[src/rtl/ctrl_pkg.sv]
// Shared control-path types: RV32I opcodes, control-field encodings and the
// per-stage control words carried down the E/M/W pipeline.
package ctrl_pkg;

  localparam logic [6:0] OP_LOAD   = 7'b0000011;
  localparam logic [6:0] OP_STORE  = 7'b0100011;
  localparam logic [6:0] OP_R      = 7'b0110011;
  localparam logic [6:0] OP_IALU   = 7'b0010011;
  localparam logic [6:0] OP_BRANCH = 7'b1100011;
  localparam logic [6:0] OP_JAL    = 7'b1101111;
  localparam logic [6:0] OP_JALR   = 7'b1100111;
  localparam logic [6:0] OP_LUI    = 7'b0110111;
  localparam logic [6:0] OP_AUIPC  = 7'b0010111;

  typedef enum logic [2:0] {
    IMM_I = 3'b000,
    IMM_S = 3'b001,
    IMM_B = 3'b010,
    IMM_J = 3'b011,
    IMM_U = 3'b100
  } imm_src_t;

  typedef enum logic [1:0] {
    RES_ALU = 2'b00,
    RES_MEM = 2'b01,
    RES_PC4 = 2'b10
  } result_src_t;

  typedef enum logic [1:0] {
    ALU_ADD   = 2'b00,
    ALU_SUB   = 2'b01,
    ALU_FUNCT = 2'b10
  } alu_op_t;

  typedef enum logic [1:0] {
    SRCA_RS1  = 2'b00,
    SRCA_PC   = 2'b01,
    SRCA_ZERO = 2'b10
  } src_a_sel_t;

  typedef struct packed {
    logic        reg_write;
    imm_src_t    imm_src;
    logic        alu_src;
    logic        mem_write;
    result_src_t result_src;
    logic        branch;
    alu_op_t     alu_op;
    logic        jump;
    logic        jump_reg;
    src_a_sel_t  src_a_sel;
    logic        illegal;
  } ctrl_word_t;

  localparam ctrl_word_t BUBBLE = '0;

  typedef struct packed {
    logic        reg_write;
    logic        mem_write;
    result_src_t result_src;
  } ctrl_m_t;

  typedef struct packed {
    logic        reg_write;
    result_src_t result_src;
  } ctrl_w_t;

  function automatic ctrl_m_t to_m(input ctrl_word_t w);
    ctrl_m_t m;
    m.reg_write  = w.reg_write;
    m.mem_write  = w.mem_write;
    m.result_src = w.result_src;
    return m;
  endfunction

  function automatic ctrl_w_t to_w(input ctrl_m_t m);
    ctrl_w_t w;
    w.reg_write  = m.reg_write;
    w.result_src = m.result_src;
    return w;
  endfunction

endpackage

[src/rtl/ctrl_decode.sv]
// Combinational RV32I main decoder: opcode to full control word, with the
// upper/jump opcodes optionally disabled for the legacy subset.
module ctrl_decode
  import ctrl_pkg::*;
#(
  parameter bit EN_UPPER = 1'b1
) (
  input  logic [6:0] op,
  input  logic       valid,
  output ctrl_word_t word
);

  always_comb begin
    // NOTE: the whole word gets a default before the case, so every field is
    // driven on every path and no latch can be inferred.
    word = BUBBLE;
    if (valid) begin
      case (op)
        OP_LOAD: begin
          word.reg_write  = 1'b1;
          word.alu_src    = 1'b1;
          word.result_src = RES_MEM;
        end
        OP_STORE: begin
          word.imm_src   = IMM_S;
          word.alu_src   = 1'b1;
          word.mem_write = 1'b1;
        end
        OP_R: begin
          word.reg_write = 1'b1;
          word.alu_op    = ALU_FUNCT;
        end
        OP_IALU: begin
          word.reg_write = 1'b1;
          word.alu_src   = 1'b1;
          word.alu_op    = ALU_FUNCT;
        end
        OP_BRANCH: begin
          word.imm_src = IMM_B;
          word.branch  = 1'b1;
          word.alu_op  = ALU_SUB;
        end
        OP_JAL: begin
          if (EN_UPPER) begin
            word.reg_write  = 1'b1;
            word.imm_src    = IMM_J;
            word.result_src = RES_PC4;
            word.jump       = 1'b1;
          end else begin
            word.illegal = 1'b1;
          end
        end
        OP_JALR: begin
          if (EN_UPPER) begin
            word.reg_write  = 1'b1;
            word.alu_src    = 1'b1;
            word.result_src = RES_PC4;
            word.jump       = 1'b1;
            word.jump_reg   = 1'b1;
          end else begin
            word.illegal = 1'b1;
          end
        end
        OP_LUI: begin
          if (EN_UPPER) begin
            word.reg_write = 1'b1;
            word.imm_src   = IMM_U;
            word.alu_src   = 1'b1;
            word.src_a_sel = SRCA_ZERO;
          end else begin
            word.illegal = 1'b1;
          end
        end
        OP_AUIPC: begin
          if (EN_UPPER) begin
            word.reg_write = 1'b1;
            word.imm_src   = IMM_U;
            word.alu_src   = 1'b1;
            word.src_a_sel = SRCA_PC;
          end else begin
            word.illegal = 1'b1;
          end
        end
        default: word.illegal = 1'b1;
      endcase
    end
  end

endmodule

[src/rtl/ctrl_decode_pipe.sv]
// Decode-stage control generation plus the E/M/W control registers and a
// saturating count of illegal opcodes that left the E stage.
module ctrl_decode_pipe
  import ctrl_pkg::*;
#(
  parameter int unsigned ILLEGAL_CNT_W = 8,
  parameter bit          EN_UPPER      = 1'b1
) (
  input  logic                     clk,
  input  logic                     reset,
  input  logic [6:0]               op_d,
  input  logic                     valid_d,
  input  logic                     stall_e,
  input  logic                     flush_e,
  output logic                     reg_write_e,
  output logic                     mem_write_e,
  output logic                     branch_e,
  output logic                     jump_e,
  output logic                     jump_reg_e,
  output logic                     alu_src_e,
  output logic [2:0]               imm_src_e,
  output logic [1:0]               result_src_e,
  output logic [1:0]               alu_op_e,
  output logic [1:0]               src_a_sel_e,
  output logic                     illegal_e,
  output logic                     reg_write_m,
  output logic                     mem_write_m,
  output logic [1:0]               result_src_m,
  output logic                     reg_write_w,
  output logic [1:0]               result_src_w,
  output logic [ILLEGAL_CNT_W-1:0] illegal_cnt
);

  ctrl_word_t               ctrl_d;
  ctrl_word_t               ctrl_e;
  ctrl_m_t                  ctrl_m;
  ctrl_w_t                  ctrl_w;
  logic [ILLEGAL_CNT_W-1:0] cnt_q;
  logic                     e_advance;

  ctrl_decode #(.EN_UPPER(EN_UPPER)) u_decode (
    .op    (op_d),
    .valid (valid_d),
    .word  (ctrl_d)
  );

  // A flush retires E just like a normal advance, so it also counts.
  assign e_advance = flush_e || !stall_e;

  // NOTE: non-blocking assignments let M and W capture the pre-edge E/M
  // values, which is what makes this a shift register and not a wire.
  always_ff @(posedge clk or posedge reset) begin
    if (reset) begin
      ctrl_e <= BUBBLE;
      ctrl_m <= '0;
      ctrl_w <= '0;
      cnt_q  <= '0;
    end else begin
      if (flush_e)       ctrl_e <= BUBBLE;
      else if (!stall_e) ctrl_e <= ctrl_d;
      ctrl_m <= to_m(ctrl_e);
      ctrl_w <= to_w(ctrl_m);
      if (ctrl_e.illegal && e_advance && (cnt_q != '1))
        cnt_q <= cnt_q + ILLEGAL_CNT_W'(1);
    end
  end

  assign reg_write_e  = ctrl_e.reg_write;
  assign mem_write_e  = ctrl_e.mem_write;
  assign branch_e     = ctrl_e.branch;
  assign jump_e       = ctrl_e.jump;
  assign jump_reg_e   = ctrl_e.jump_reg;
  assign alu_src_e    = ctrl_e.alu_src;
  assign imm_src_e    = ctrl_e.imm_src;
  assign result_src_e = ctrl_e.result_src;
  assign alu_op_e     = ctrl_e.alu_op;
  assign src_a_sel_e  = ctrl_e.src_a_sel;
  assign illegal_e    = ctrl_e.illegal;
  assign reg_write_m  = ctrl_m.reg_write;
  assign mem_write_m  = ctrl_m.mem_write;
  assign result_src_m = ctrl_m.result_src;
  assign reg_write_w  = ctrl_w.reg_write;
  assign result_src_w = ctrl_w.result_src;
  assign illegal_cnt  = cnt_q;

endmodule

[config.mk]
export PLATFORM = sky130hd
export DESIGN_NAME = ctrl_decode_pipe
export DESIGN_NICKNAME = d
export VERILOG_FILES = /design/src/rtl/ctrl_pkg.sv /design/src/rtl/ctrl_decode.sv /design/src/rtl/ctrl_decode_pipe.sv
export SDC_FILE = /design/constraint.sdc
export NUM_CORES = 1
export LEC_CHECK = 0
export ABC_AREA = 1
export BUFFER_PORTS_ARGS = -buffer_cell sky130_fd_sc_hd__buf_2
export CAP_MARGIN = 40
export CELL_PAD_IN_SITES_DETAIL_PLACEMENT = 2
export CELL_PAD_IN_SITES_GLOBAL_PLACEMENT = 2
export CORE_MARGIN = 2
export CORE_UTILIZATION = 28
export DETAILED_ROUTE_END_ITERATION = 6
export HOLD_SLACK_MARGIN = 0.05
export PLACE_DENSITY = 0.79
export SLEW_MARGIN = 0
export SYNTH_ARGS = -nofsm -noshare
export SYNTH_HDL_FRONTEND = slang
export SYNTH_SLANG_ARGS = --single-unit
[constraint.sdc]
create_clock -name clk -period 1.9 [get_ports clk]
set_clock_uncertainty 0.05 [all_clocks]
set_input_delay 0.285 -clock clk [delete_from_list [all_inputs] [get_ports clk]]
set_output_delay 0.285 -clock clk [all_outputs]
set_load 0.01 [all_outputs]
==> flow_summary.toml <==
[yosys]
synth_top_cell_by_area = "dfrtp_1"
yosys-top-cells-area = "dfrtp_1 55%, nand2_1 16%, nand3_1 5.2%"
yosysWarnings = 0
synth_top_cell_area_share_pct = 55.45
ys_seq_area_share_pct = 55.45
syn_area_per_cell_um2 = 8.623
yosysUniqueCellTypes = 19
syn-num-nets = 170
synth.cell_area_um2 = 1354
synth_cells = 157
synth-seq-cells = 30

[timing]
hold_viol_final = 0
setup_tns_ns = 0
worst_slack_ns = 0.4413
maxSlewHeadroom_pct = 74.18
rsz0062_at_grt = "false"
fmax_ghz = 0.6856
fin_crit_ns = 1.459
fin_crit_sh_pct = 76.77
setup_violations = 0
drv_slew = 0
worst_pin_slew_ns = 0.3873

[clock_tree]
clk_pin_slew_ns = 0.06
htree_num_levels = 2
cts_made_buffers = 5
cts_root_buf = "clkbuf_8"
post_cts_buffers = 0
cts_sinks = 30
clock_latency_ns = 0.28
clk_path_buf_depth = 2
cts_tree = "done"

[critical_path]
max_stage_delay_ns = 0.39
worst-setup-path-type = "flip-flop to flip-flop"
critical_path_peak_fanout = 10
crit_slowest_cell = "dfrtp_1"
worst_setup_path_start_kind = "flip-flop"
worst_setup_path_end_kind = "flip-flop"
required_ns = 2.02
critPathArrivalTime_ns = 1.58
crit_top_cell = "nand2_1"
crit_chain = "ha_1 > nand3_1 > nor2_2 > nand3_2 > nand2_4 > inv_6 > nand2_1 > nand2_1"

[floorplanning]
rows = 25
core-area_um2 = 4692
io_pins = 43
initial_core_util_pct = 28.85
die_y_um = 73.54
die_area_um2 = 5407
fp.dieW_um = 73.54

[detailed_routing]
avgRoutedWirePerCell_um = 13.54
drc = 0
vias = 1240
postRouteAntennaNets = 0
dr.pass1.iters = 4
first_iter_violations = 17
routed_wirelength_um = 3547
via_per_inst = 4.733

[job]
drv_cap = 0

[pwr]
leakage_nw = 1.009
ir_drop_mv = 0.2984
pwr_density_cell_nw_per_um2 = 876.5

[layout]
nets = 220
antenna_cells = 0
drive_gt1_share_pct = 29.33
area_growth_pct = 28.47

[worst_hold_path]
hp-class = "input pin to flip-flop"

[grt]
grt_pass1_wl_um = 6161
grt_pass1_vias = 1330
grt_max_degree = 31
gr-total-overflow = 0
antenna_found_initial = 0
track_usage_pct = 14.87

[placement]
place_congestion = 0.7677
io_buffers = 42
pre_cts_ws_ns = 0.4203
dp_hpwl_um = 2720

[run_status]
status = "complete, no violations"
area by class of cell:
type                       count  area, um2
inverter                      12      50.05
multi-input combinational    112      533.0
fill                         573       2953
tap                           54      67.56
clock inverter                 2      12.51
clock buffer                   6      82.58
sequential                    30      750.7
timing repair buffer          46      242.7
metrics by stage:
step | area, um2 | util, % | power [mW] | std cells | hold WS (ns)
after floorplan | 1354 | - | 0.8994 | 157 | 0.3258
after global placement | 1634 | 34.83 | 1.000 | 253 | 0.3017
after detailed placement | 1634 | 34.83 | 1.011 | 253 | 0.3089
after CTS | 1739 | 37.07 | 1.559 | 262 | 0.2198
after global routing | 1739 | 37.07 | 1.618 | 262 | 0.2551
final | 1739 | 37.07 | 1.524 | 262 | 0.2261
synth_stat cells (all sizes together):
library cell  number
nand2             59
a22o               2
buf                3
nand3b             1
o21ai              6
xnor2              6
xor2               1
ha                 1
nand4              1
nand3             15
inv               12
dfrtp             30
nor2              20
critical path, delay by kind of cell, from the launching register on:
family                     cells  cell delay [ns]
DFF                            1             0.39
buffers and inverters          1             0.06
and+or+nand+nor                6             0.62
adders and majority gates      1             0.23
metal layers:
layer	track usage [%]	wire, um	vias up
met4	4.242	46	0
met1	18.13	1596	620
met3	3.704	133	4
li1	-	-	586
met5	0	0	-
met2	25.89	1770	30
power breakdown:
part           internal [mW]  total, mW  switching [mW]  leakage, nW
registers              0.681      0.737          0.0559        0.413
logic                  0.110      0.256           0.146        0.549
clock network          0.291      0.531           0.241       0.0472
path summary, 6_finish.rpt:
kind	from	end	slack, ns	cells past startpoint
max	illegal_cnt[1]	illegal_cnt[7]	0.44	8
min	op_d[5]	src_a_sel_e[0]	0.23	2
max reg2reg	illegal_cnt[1]	illegal_cnt[7]	0.44	8
min reg2reg	result_src_m[0]	result_src_w[0]	0.32	0
max in group asynchronous	reset	src_a_sel_e[0]	0.95	4
min in group asynchronous	reset	reg_write_w	0.57	4
cell families (layout without fill, tap and decap cells):
logic type / count (synthesis) / in the layout / share of synthesized area (%)
AOI/OAI and AO/OA: 8 / 8 / 3.789
xor gates and xnor gates: 7 / 7 / 4.529
buffers and inverters: 15 / 66 / 5.175
DFF: 30 / 30 / 55.45
adders and majority gates: 1 / 1 / 0.9241
and+or+nand+nor: 96 / 96 / 30.13
placed cells by master (no fill, tap or decap):
master,count
nand2_1,58
buf_2,42
dfrtp_1,30
nor2_1,16
nand3_1,14
inv_1,11
xnor2_1,6
clkbuf_8,6
o21ai_0,5
nor2_2,4
buf_4,3
a22o_1,2
nand4_1,1
nand3_2,1
nand2_4,1
inv_6,1
o21ai_2,1
xor2_1,1
nand3b_1,1
ha_1,1
clkinvlp_4,1
clkinv_2,1
dlygate4sd3_1,1
sequential cells by signal, summed over array words and instances (netlist names), 2 cells and up:
| name | flops |
|---|---|
| alu_op_e | 2 |
| illegal_cnt | 8 |
| imm_src_e | 3 |
| result_src_e | 2 |
| result_src_m | 2 |
| result_src_w | 2 |
| src_a_sel_e | 2 |
what timing repair did:
item,in CTS,in global routing
resized for setup,0,0
endpoints found under the hold margin,30,0
hold buffers,1,0
(Power assumes the default switching activity.)
